==> src/rtl/up_datapath_pkg.sv <==
// Shared encodings for the parametrised micro-processor datapath:
// ALU/op select codes, multiplier FSM states and an op classification helper.
package up_datapath_pkg;

    localparam logic [4:0] OP_ADD    = 5'b00000;
    localparam logic [4:0] OP_SUB    = 5'b00001;
    localparam logic [4:0] OP_MUL    = 5'b00010;
    localparam logic [4:0] OP_NAND   = 5'b00011;
    localparam logic [4:0] OP_XOR    = 5'b00100;
    localparam logic [4:0] OP_PASSA  = 5'b00101;
    localparam logic [4:0] OP_CONST0 = 5'b10000;
    localparam logic [4:0] OP_CONST1 = 5'b10001;
    localparam logic [4:0] OP_CONST2 = 5'b10010;
    localparam logic [4:0] OP_CONST3 = 5'b10011;
    localparam logic [4:0] OP_PCSHR  = 5'b10100;
    localparam logic [4:0] OP_PCINC  = 5'b10101;
    localparam logic [4:0] OP_SPINC  = 5'b10110;
    localparam logic [4:0] OP_SPDEC  = 5'b10111;
    localparam logic [4:0] OP_LOAD   = 5'b11000;
    localparam logic [4:0] OP_SP     = 5'b11001;

    typedef enum logic [1:0] {
        MUL_IDLE = 2'd0,
        MUL_RUN  = 2'd1,
        MUL_DONE = 2'd2
    } mul_state_e;

    // Ops whose result is allowed to update the Z/C/N flags.
    function automatic logic is_flag_op(input logic [4:0] op);
        return (op == OP_ADD) || (op == OP_SUB) || (op == OP_NAND) ||
               (op == OP_XOR) || (op == OP_PASSA);
    endfunction

endpackage

==> src/rtl/up_mul_seq.sv <==
// Shift-add multiplier: one partial product per cycle, DW cycles busy,
// followed by a single DONE cycle that presents the full 2*DW product.
module up_mul_seq
    import up_datapath_pkg::*;
#(
    parameter int DW = 8
) (
    input  logic            clk,
    input  logic            nRst,
    input  logic            start_i,
    input  logic [DW-1:0]   a_i,
    input  logic [DW-1:0]   b_i,
    output logic            busy_o,
    output logic            done_o,
    output logic [2*DW-1:0] product_o
);

    localparam int CW = $clog2(DW + 1);

    mul_state_e      state_q;
    logic [2*DW-1:0] acc_q;
    logic [2*DW-1:0] mcand_q;
    logic [DW-1:0]   mplr_q;
    logic [CW-1:0]   count_q;
    logic            busy_q;
    logic            done_q;

    // Multiplier FSM with registered busy/done.
    always_ff @(posedge clk or negedge nRst) begin
        if (!nRst) begin
            state_q <= MUL_IDLE;
            acc_q   <= '0;
            mcand_q <= '0;
            mplr_q  <= '0;
            count_q <= '0;
            busy_q  <= 1'b0;
            done_q  <= 1'b0;
        end else begin
            case (state_q)
                MUL_IDLE: begin
                    done_q <= 1'b0;
                    if (start_i) begin
                        state_q <= MUL_RUN;
                        acc_q   <= '0;
                        mcand_q <= {{DW{1'b0}}, a_i};
                        mplr_q  <= b_i;
                        count_q <= CW'(DW);
                        busy_q  <= 1'b1;
                    end else begin
                        busy_q  <= 1'b0;
                    end
                end
                MUL_RUN: begin
                    if (mplr_q[0]) begin
                        acc_q <= acc_q + mcand_q;
                    end
                    mcand_q <= {mcand_q[2*DW-2:0], 1'b0};
                    mplr_q  <= {1'b0, mplr_q[DW-1:1]};
                    count_q <= count_q - CW'(1);
                    if (count_q == CW'(1)) begin
                        state_q <= MUL_DONE;
                        busy_q  <= 1'b0;
                        done_q  <= 1'b1;
                    end
                end
                MUL_DONE: begin
                    state_q <= MUL_IDLE;
                    done_q  <= 1'b0;
                end
                default: begin
                    state_q <= MUL_IDLE;
                    busy_q  <= 1'b0;
                    done_q  <= 1'b0;
                end
            endcase
        end
    end

    assign busy_o    = busy_q;
    assign done_o    = done_q;
    assign product_o = acc_q;

endmodule

==> src/rtl/up_datapath_gen.sv <==
// Parametrised micro-processor datapath: PC/SP/IR, register bank, combinational
// ALU, registered flags, sticky stack bound errors and a sequential multiplier.
module up_datapath_gen
    import up_datapath_pkg::*;
#(
    parameter int            DW     = 8,
    parameter int            NREG   = 4,
    localparam int           RW     = $clog2(NREG),
    parameter int            PC_RST = 8,
    parameter logic [DW-1:0] SP_RST = '1
) (
    input  logic          clk,
    input  logic          nRst,
    input  logic [DW-1:0] data_in,
    input  logic [4:0]    op,
    input  logic          op_valid,
    input  logic          ir_we,
    input  logic          pc_we,
    input  logic          sp_we,
    input  logic          rb_we,
    input  logic          rb_src,
    input  logic [RW-1:0] rb_dst,
    input  logic [RW-1:0] ra_sel,
    input  logic [RW-1:0] rb_sel,
    input  logic          flag_we,
    output logic [DW-1:0] data_out,
    output logic [3:0]    ir,
    output logic          busy,
    output logic          done,
    output logic          z,
    output logic          c,
    output logic          n,
    output logic          sp_ovf,
    output logic          sp_unf
);

    localparam logic [DW-1:0] PC_RST_V = DW'(PC_RST);
    localparam logic [DW-1:0] ONE      = {{(DW-1){1'b0}}, 1'b1};
    localparam logic [DW-1:0] ALL1     = '1;

    logic [DW-1:0]   pc_q, sp_q;
    logic [3:0]      ir_q;
    logic [DW-1:0]   regs_q [NREG];
    logic            z_q, c_q, n_q, ovf_q, unf_q;
    logic [RW-1:0]   mul_dst_q;
    logic            mul_we_q, mul_fwe_q;

    logic [DW-1:0]   a_s, b_s, alu_s;
    logic            alu_c_s, launch_s, mul_busy_s, mul_done_s;
    logic [2*DW-1:0] prod_s;
    logic [7:0]      ir_byte_s;

    assign a_s      = regs_q[ra_sel];
    assign b_s      = regs_q[rb_sel];
    assign launch_s = op_valid && (op == OP_MUL) && !mul_busy_s && !mul_done_s;

    // The IR nibbles always come from the most significant byte of the bus.
    if (DW >= 8) begin : g_ir_top
        assign ir_byte_s = data_in[DW-1 -: 8];
    end else begin : g_ir_narrow
        assign ir_byte_s = {{(8-DW){1'b0}}, data_in};
    end

    up_mul_seq #(.DW(DW)) u_mul (
        .clk       (clk),
        .nRst      (nRst),
        .start_i   (launch_s),
        .a_i       (a_s),
        .b_i       (b_s),
        .busy_o    (mul_busy_s),
        .done_o    (mul_done_s),
        .product_o (prod_s)
    );

    // ALU result; the multiplier owns the bus during its DONE cycle.
    always_comb begin
        alu_s   = data_in;
        alu_c_s = 1'b0;
        if (mul_done_s) begin
            alu_s = prod_s[DW-1:0];
        end else begin
            case (op)
                OP_ADD:   {alu_c_s, alu_s} = {1'b0, a_s} + {1'b0, b_s};
                OP_SUB: begin
                    alu_s   = a_s - b_s;
                    alu_c_s = (a_s < b_s);
                end
                OP_MUL:   alu_s = '0;
                OP_NAND:  alu_s = ~(a_s & b_s);
                OP_XOR:   alu_s = a_s ^ b_s;
                OP_PASSA: alu_s = a_s;
                OP_CONST0, OP_CONST1, OP_CONST2, OP_CONST3:
                          alu_s = {{(DW-2){1'b0}}, op[1:0]};
                OP_PCSHR: alu_s = {1'b0, pc_q[DW-1:1]};
                OP_PCINC: alu_s = pc_q + ONE;
                OP_SPINC: alu_s = sp_q + ONE;
                OP_SPDEC: alu_s = sp_q - ONE;
                OP_SP:    alu_s = sp_q;
                default:  alu_s = data_in;
            endcase
        end
    end

    // PC, IR and SP; a push past the bottom or pop past the top holds SP.
    always_ff @(posedge clk or negedge nRst) begin
        if (!nRst) begin
            pc_q  <= PC_RST_V;
            sp_q  <= SP_RST;
            ir_q  <= 4'h0;
            ovf_q <= 1'b0;
            unf_q <= 1'b0;
        end else if (!mul_busy_s) begin
            if (pc_we) pc_q <= alu_s;
            if (ir_we) ir_q <= pc_q[0] ? ir_byte_s[3:0] : ir_byte_s[7:4];
            if (sp_we) begin
                if ((op == OP_SPDEC) && (sp_q == '0))       ovf_q <= 1'b1;
                else if ((op == OP_SPINC) && (sp_q == ALL1)) unf_q <= 1'b1;
                else                                          sp_q  <= alu_s;
            end
        end
    end

    // Destination and enables captured at MUL launch, consumed in DONE.
    always_ff @(posedge clk or negedge nRst) begin
        if (!nRst) begin
            mul_dst_q <= '0;
            mul_we_q  <= 1'b0;
            mul_fwe_q <= 1'b0;
        end else if (launch_s) begin
            mul_dst_q <= rb_dst;
            mul_we_q  <= rb_we;
            mul_fwe_q <= flag_we;
        end
    end

    // Register bank; the launch-cycle write is deferred to the DONE write.
    always_ff @(posedge clk or negedge nRst) begin
        if (!nRst) begin
            for (int i = 0; i < NREG; i++) regs_q[i] <= '0;
        end else if (mul_done_s && mul_we_q) begin
            regs_q[mul_dst_q] <= prod_s[DW-1:0];
        end else if (rb_we && !mul_busy_s && !launch_s) begin
            regs_q[rb_dst] <= rb_src ? alu_s : data_in;
        end
    end

    // Z/C/N flags; for MUL, C reports a non-zero upper product half.
    always_ff @(posedge clk or negedge nRst) begin
        if (!nRst) begin
            z_q <= 1'b0;
            c_q <= 1'b0;
            n_q <= 1'b0;
        end else if (mul_done_s) begin
            if (mul_fwe_q) begin
                z_q <= (prod_s[DW-1:0] == '0);
                n_q <= prod_s[DW-1];
                c_q <= |prod_s[2*DW-1:DW];
            end
        end else if (flag_we && !mul_busy_s && is_flag_op(op)) begin
            z_q <= (alu_s == '0);
            n_q <= alu_s[DW-1];
            c_q <= alu_c_s;
        end
    end

    assign data_out = alu_s;
    assign ir       = ir_q;
    assign busy     = mul_busy_s;
    assign done     = mul_done_s;
    assign z        = z_q;
    assign c        = c_q;
    assign n        = n_q;
    assign sp_ovf   = ovf_q;
    assign sp_unf   = unf_q;

endmodule

==> config.mk <==
export PLATFORM = sky130hd
export DESIGN_NAME = up_datapath_gen
export DESIGN_NICKNAME = d
export VERILOG_FILES = /design/src/rtl/up_datapath_pkg.sv /design/src/rtl/up_mul_seq.sv /design/src/rtl/up_datapath_gen.sv
export SDC_FILE = /design/constraint.sdc
export NUM_CORES = 1
export LEC_CHECK = 0
export BUFFER_PORTS_ARGS = -buffer_cell sky130_fd_sc_hd__buf_2
export CORE_ASPECT_RATIO = 0.7
export CORE_MARGIN = 4
export CORE_UTILIZATION = 60
export CTS_CLUSTER_SIZE = 25
export DETAILED_ROUTE_END_ITERATION = 10
export PLACE_DENSITY = 0.79
export SYNTH_ARGS = -nofsm -noshare
export SYNTH_HDL_FRONTEND = slang
export SYNTH_HIERARCHICAL = 1
export SYNTH_SLANG_ARGS = --single-unit
==> constraint.sdc <==
create_clock -name clk -period 8.05 [get_ports clk]
set_input_delay 1.2075 -clock clk [delete_from_list [all_inputs] [get_ports clk]]
set_output_delay 1.2075 -clock clk [all_outputs]
set_load 0.01 [all_outputs]
# After elaboration in Yosys (flattened, before gate mapping)
# Index checks and enable logic that the tools add are counted.
word_totals:
  reg_bits: 109
  inputBits: 28
  out_inout_bits: 19
  word_cells: 153
classes:
  addsub: 7
  n_lt_le_gt_ge: 7
  n_eq_ne: 22
  n_mux: 45
  n_bitwise: 11
  n_reduce_logical: 39
ops:
  columns: ["cell", "n"]
  rows:
  - ["8-bit one-hot mux with 12 select lines", 1]
  - ["8-bit two-way mux", 9]
  - ["32-bit bitwise mux", 2]
  - ["32-bit two-way mux", 2]
  - ["16-bit one-hot mux with 2 select lines", 2]
  - ["16-bit two-way mux", 3]
  - ["5-bit == test (second input constant)", 9]
  - ["8-bit binary-select mux with 2-bit select", 2]
  - ["8-bit demux with 2-bit select", 2]
  - ["8-bit zero test", 3]
  - ["16-bit adder", 1]
  - ["8-bit by 1-bit adder with 8-bit output (second input constant)", 2]
  - ["8-bit one-hot mux with 2 select lines", 1]
  - ["1-bit two-way mux", 13]
  - ["3-bit >= comparator (second input constant)", 4]
  - ["1-bit logical AND", 12]
  - ["2-bit inverter with 3-bit output", 4]
  - ["2-bit AND reduction", 6]
  - ["5-bit by 2-bit == test with 1-bit output (second input constant)", 2]
  - ["5-bit by 3-bit == test with 1-bit output (second input constant)", 2]
  - ["8-bit by 8-bit adder with 9-bit output", 1]
  - ["8-bit AND", 1]
  - ["8-bit == test (second input constant)", 1]
  - ["8-bit less-than comparator", 1]
  - ["other kinds (28)", 45]

# Logic depth before layout (Yosys ltp)
logic_depth:
  depth_word: 12
  depth_mapped: 15
  depth_no_buf: 14

# Modules after synthesis
# Netlist, hierarchy kept.
modules_own_cells:
  columns: ["mod", "instances", "cells_per_inst", "area_each_um2", "seq_area_each_um2"]
  rows:
  - ["up_datapath_gen", 1, 543, 5044.8, 1537.7]
  - ["up_mul_seq", 1, 278, 2706.3, 1201.2]

# Worst setup path after synthesis
# OpenSTA, ideal clock, no wires.
synth_timing:
  kind: "input port to output port"
  from: "input port rb_sel[0]"
  to: "output port data_out[6]"
  arrival_ns: 3.948
  t_required_ns: 6.843
  setup_slack_ns: 2.894
  path_stages: 10
  n_path_buf: 1
  cell_sequence: "clkbuf_1 -> mux4_2 -> ha_1 -> fa_1 -> nand2b_1 -> a21oi_1 -> a221oi_1 -> a221oi_1 -> o221ai_1 -> o311a_1"
synth_between:
  word_cells_on_any_way: 11
  classes_between: "2 x add/sub; 5 x mux; 4 x bitwise"
synth_rtl:
  columns: ["item", "line_no", "source"]
  rows:
  - ["start, declared", "up_datapath_gen.sv:24", "input logic [RW-1:0] rb_sel,"]
  - ["2-bit inverter with 3-bit output (not written as such) (*)", "up_datapath_gen.sv:54", "assign b_s = regs_q[rb_sel];"]
  - ["8-bit binary-select mux with 2-bit select (*)", "up_datapath_gen.sv:54", null]
  - ["8-bit two-way mux (not written as such) (*) (2 in series)", "up_datapath_gen.sv:54", null]
  - ["net b_s[0]", "up_datapath_gen.sv:48", "logic [DW-1:0] a_s, b_s, alu_s;"]
  - ["8-bit subtractor or 8-bit by 8-bit adder with 9-bit output (tied branches)", "up_datapath_gen.sv:85, up_datapath_gen.sv:83", null]
  - ["8-bit one-hot mux with 12 select lines (*)", "up_datapath_gen.sv:82", "case (op)"]
  - ["8-bit two-way mux (*)", "up_datapath_gen.sv:79", "if (mul_done_s) begin"]
  - ["end, declared", "up_datapath_gen.sv:26", "output logic [DW-1:0] data_out,"]
# Mark *: on every way through the listed nets, which the timed path passes. The rest lies on a longest branch. The select of a mux whose other input is x is not followed.

# Final worst setup path
layout_timing:
  from: "input port op[2]"
  to: "output port data_out[7]"
layout_between:
  elab_chain_cells: 4
  word_cells_on_any_way: 18
  classes_between: "14 x eq/ne; 2 x mux; 2 x reduce/logical"
layout_lines:
  columns: ["item", "line_no", "source"]
  rows:
  - ["start, declared", "up_datapath_gen.sv:15", "input logic [4:0] op,"]
  - ["5-bit == test", "up_datapath_gen.sv:82", null]
  - ["4-bit OR reduction", "up_datapath_gen.sv:82", null]
  - ["8-bit one-hot mux with 12 select lines (*)", "up_datapath_gen.sv:82", null]
  - ["8-bit two-way mux (*)", "up_datapath_gen.sv:79", null]
# Mark *: on every way between the ends. The rest lies on a longest branch, timed or not.

==> summary.md <==
| Metric | Value |
|---|---|
| Hold Crit Depth | 2 |
| Post-synth EDFFs | 0 |
| Startpoint types | primary input |
| Total grt overflow | 0 |
| Worst R2R Path Depth | 10 |
| Final hold violations | 0 |
| Highest routed metal layer | met4 |
| Slew Viols, Final | 0 |
| Synth Warn # | 6 |
| Worst Hold Path EP | ir[1] |
| Distinct cells, synth | 82 |
| Routed WL per cell | 24.8 µm |
| Slew @ Worst Pin | 1.21 ns |
| Total Wirelength | 25,000 µm |
| Tot GR Track Use | 0.348 |
| Synth top area share | 0.323 |
| Root buffer cell | clkbuf_16 |
| Port bufs | 46 |
| Crit path arrival time | 4.62 ns |
| IO Count | 47 |
| HP Class | reg -> reg |
| Syn avg cell area | 9.44 µm² |
| Die area | 14,800 µm² |
| Remaining routing DRC violations | 0 |
| Post-synth ARST share | 1.00 |
| Largest area contributor in the netlist | dfrtp_1 |
| Met2 WL | 10,100 µm |
| Relative slew margins | 0.192 |
| Final ANT Viol Nets | 0 |
| Largest net degree at the start of global routing | 83 |
| Post-CTS setup buffers | 0 |
| Hold buffer count at CTS | 0 |
| Final setup violation count | 0 |
| RSZ-0062 raised after global routing | no |
| Clock slew at reported path FFs | 0.08 ns |
| Highest clock rate | 172 MHz |
| Global placement routability congestion | 1.07 |
| Top-count cell post-synth | dfrtp_1 |
| CP max stage delay | 0.62 ns |
| Worst Setup Path Type | in -> out |
| Worst R2R Setup Slack | 4.23 ns |
| NumNets Final | 913 |
| DR WL met3 | 3260 µm |
| Num Clock Sinks | 109 |
| Die extent in x | 144 µm |
| Reg2reg end | regs_q[27] |
| Post-layout worst setup margin | 2.22 ns |
| Cts repair resizes | 0 |
| Detailed placement HPWL | 18,800 µm |
| Syn Inst Count | 821 |
| Worst path bufs/invs | 2 |
| Layout area overhead | 7.59% |
| P_leak | 3.69 nW |
| CTS tree | built |
| Final clock skew | 0.00746 ns |
| Vias | 7,140 |
| Antenna violations before repair | 0 |
| Place WS | 2.37 ns |
| Hold_sp | ir[1] |
| Critical path capture point type | primary output |
| CTS Buf Count | 9 |
| Vias in the first global route | 6,807 |
| Initial Utilization | 0.618 |
| CP max stage cell | nor2_1 |
| CP Max Fanout | 21 |
| Final worst-path cycle share | 0.724 |
| Critical path required time | 6.84 ns |
| Cell Area, Synth | 7750 µm² |
| Most used DFF post-synth | dfrtp_1 |
| Register area share after synthesis | 0.353 |
| Fraction of layout cells with a size suffix above 1 | 0.137 |
| Synthesized flop and latch total | 109 |
| Largest cells by area after synthesis | dfrtp_1 32%, ha_1 6.5%, o21ai_0 5.2%, a22oi_1 3.5%, nand2_1 3.4% |
| Drt pass-1 iters | 6 |
| Post-synth net total | 893 |
| Top cells by count, synth | 100 x dfrtp_1, 81 x o21ai_0, 70 x nand2_1 |
| FF-to-FF Start | regs_q[17] |
| Global-route wire length before repair | 39,200 µm |
| Final min period | 5.83 ns |
| Max-Cap Viols | 0 |
| WL met1 | 11,000 µm |
| TNS Setup | 0 ns |
| Core Footprint | 12,500 µm² |
| N_diodes | 0 |
| Latest clock arrival within the worst-skew pair | 0.36 ns |
| Status | completed |
| H-tree depth | 3 |
| Row cnt | 34 |
| Die height | 103 µm |
| Clock buffer depth | 2 |
| Cell family with most CP delay | simple AND/OR/NAND/NOR gates |
| 1st-iter DRT viols | 925 |
| Power density over cell area | 305 nW/µm² |
| Critical path, cell by cell | buf_2 -> nand4b_1 -> nor2_1 -> ha_1 -> a211oi_1 -> nor2_1 -> o32ai_1 -> xnor2_1 -> nand2_1 -> a31oi_2 -> buf_2 |
| Peak supply drop | 0.000156 V |
| Vias per inst | 7.08 |
flip-flops by register name, summed over array words and instances (netlist names):
signal / cells
u_mul/mcand_q: 16
u_mul/mplr_q: 8
regs_q: 32
z: 1
u_mul/state_q: 2
mul_we_q: 1
u_mul/busy_o: 1
u_mul/done_o: 1
mul_dst_q: 2
c: 1
u_mul/product_o: 16
pc_q: 8
sp_ovf: 1
mul_fwe_q: 1
n: 1
sp_q: 8
u_mul/count_q: 4
ir: 4
sp_unf: 1
kinds of logic (layout without fill, tap and decap cells):
| kind of cell | after synthesis | count (layout) | synth area share |
|---|---|---|---|
| compound gates | 283 | 283 | 0.246 |
| simple gates | 238 | 238 | 0.163 |
| flops | 109 | 109 | 0.353 |
| fa+ha+maj | 44 | 44 | 0.0749 |
| buf+inv | 73 | 98 | 0.0394 |
| xor+xnor | 23 | 23 | 0.0260 |
| mux | 51 | 51 | 0.0978 |
worst min-delay path, cell delays in order, from the launching register on:
cell     delay [ns]
dfrtp_1        0.35
nand2_1        0.05
o21ai_0        0.06
placed cells by master, fill, tap and decap left out, types with 5 or more instances in the layout:
master and count:
a211oi_1 10, a21o_1 12, a21oi_1 40, a22o_1 13
a22oi_1 36, a31oi_1 12, and2_1 6, and3_1 8
buf_2 45, clkbuf_16 9, dfrtp_1 100, dfstp_2 9
ha_1 40, inv_1 33, mux2_2 17, mux2i_1 18
mux4_1 7, mux4_2 9, nand2_1 70, nand2b_1 17
nand3_1 18, nand3b_1 5, nand4_1 11, nor2_1 37
nor2b_1 14, nor3_1 15, o21a_1 12, o21ai_0 81
o21bai_1 6, o22ai_1 6, o31ai_1 8, or3_1 6
xnor2_1 11, xor2_1 12
layer usage:
| metal | vias to the layer above | GRT usage |
|---|---|---|
| met5 | - | 0 |
| met4 | 0 | 0.0933 |
| met3 | 61 | 0.101 |
| met2 | 468 | 0.485 |
| met1 | 3462 | 0.528 |
| li1 | 3149 | - |
how the worst max path moves through the flow:
stage / cells past startpoint / endpoint / slack (ns) / start
2_1_floorplan: 10 / data_out[6] / 2.89 / rb_sel[0]
3_3_place_gp: 11 / data_out[6] / 2.46 / ra_sel[0]
3_5_place_dp: 11 / data_out[7] / 2.37 / op[2]
4_1_cts: 11 / data_out[7] / 2.38 / op[2]
5_1_grt: 11 / data_out[7] / 2.02 / op[2]
6_report: 11 / data_out[7] / 2.22 / op[2]
power by group:
group / internal, mW / switching (mW) / total [mW]
logic: 0.460 / 0.674 / 1.13
clock network: 0.221 / 0.239 / 0.461
registers: 0.719 / 0.232 / 0.951
stage by stage:
stage / hold slack, ns / cell area, µm² / std cells / utilization / total power, mW
after floorplan: 0.450 / 7750 / 821 / - / 1.69
after global placement: 0.463 / 8030 / 992 / 0.640 / 1.99
after detailed placement: 0.475 / 8030 / 992 / 0.640 / 2.04
after CTS: 0.493 / 8340 / 1008 / 0.665 / 2.51
after global routing: 0.523 / 8340 / 1008 / 0.665 / 2.69
final: 0.497 / 8340 / 1008 / 0.665 / 2.55
final cells by class:
class | count | area [µm²]
Clock buffer | 9 | 225
Clock inverter | 7 | 82.6
Fill cell | 1017 | 4210
Inverter | 33 | 124
Multi-Input combinational cell | 639 | 4710
Sequential cell | 109 | 2740
Tap cell | 162 | 203
Timing Repair Buffer | 49 | 255
Note: power is estimated with default switching activity, not from simulation.
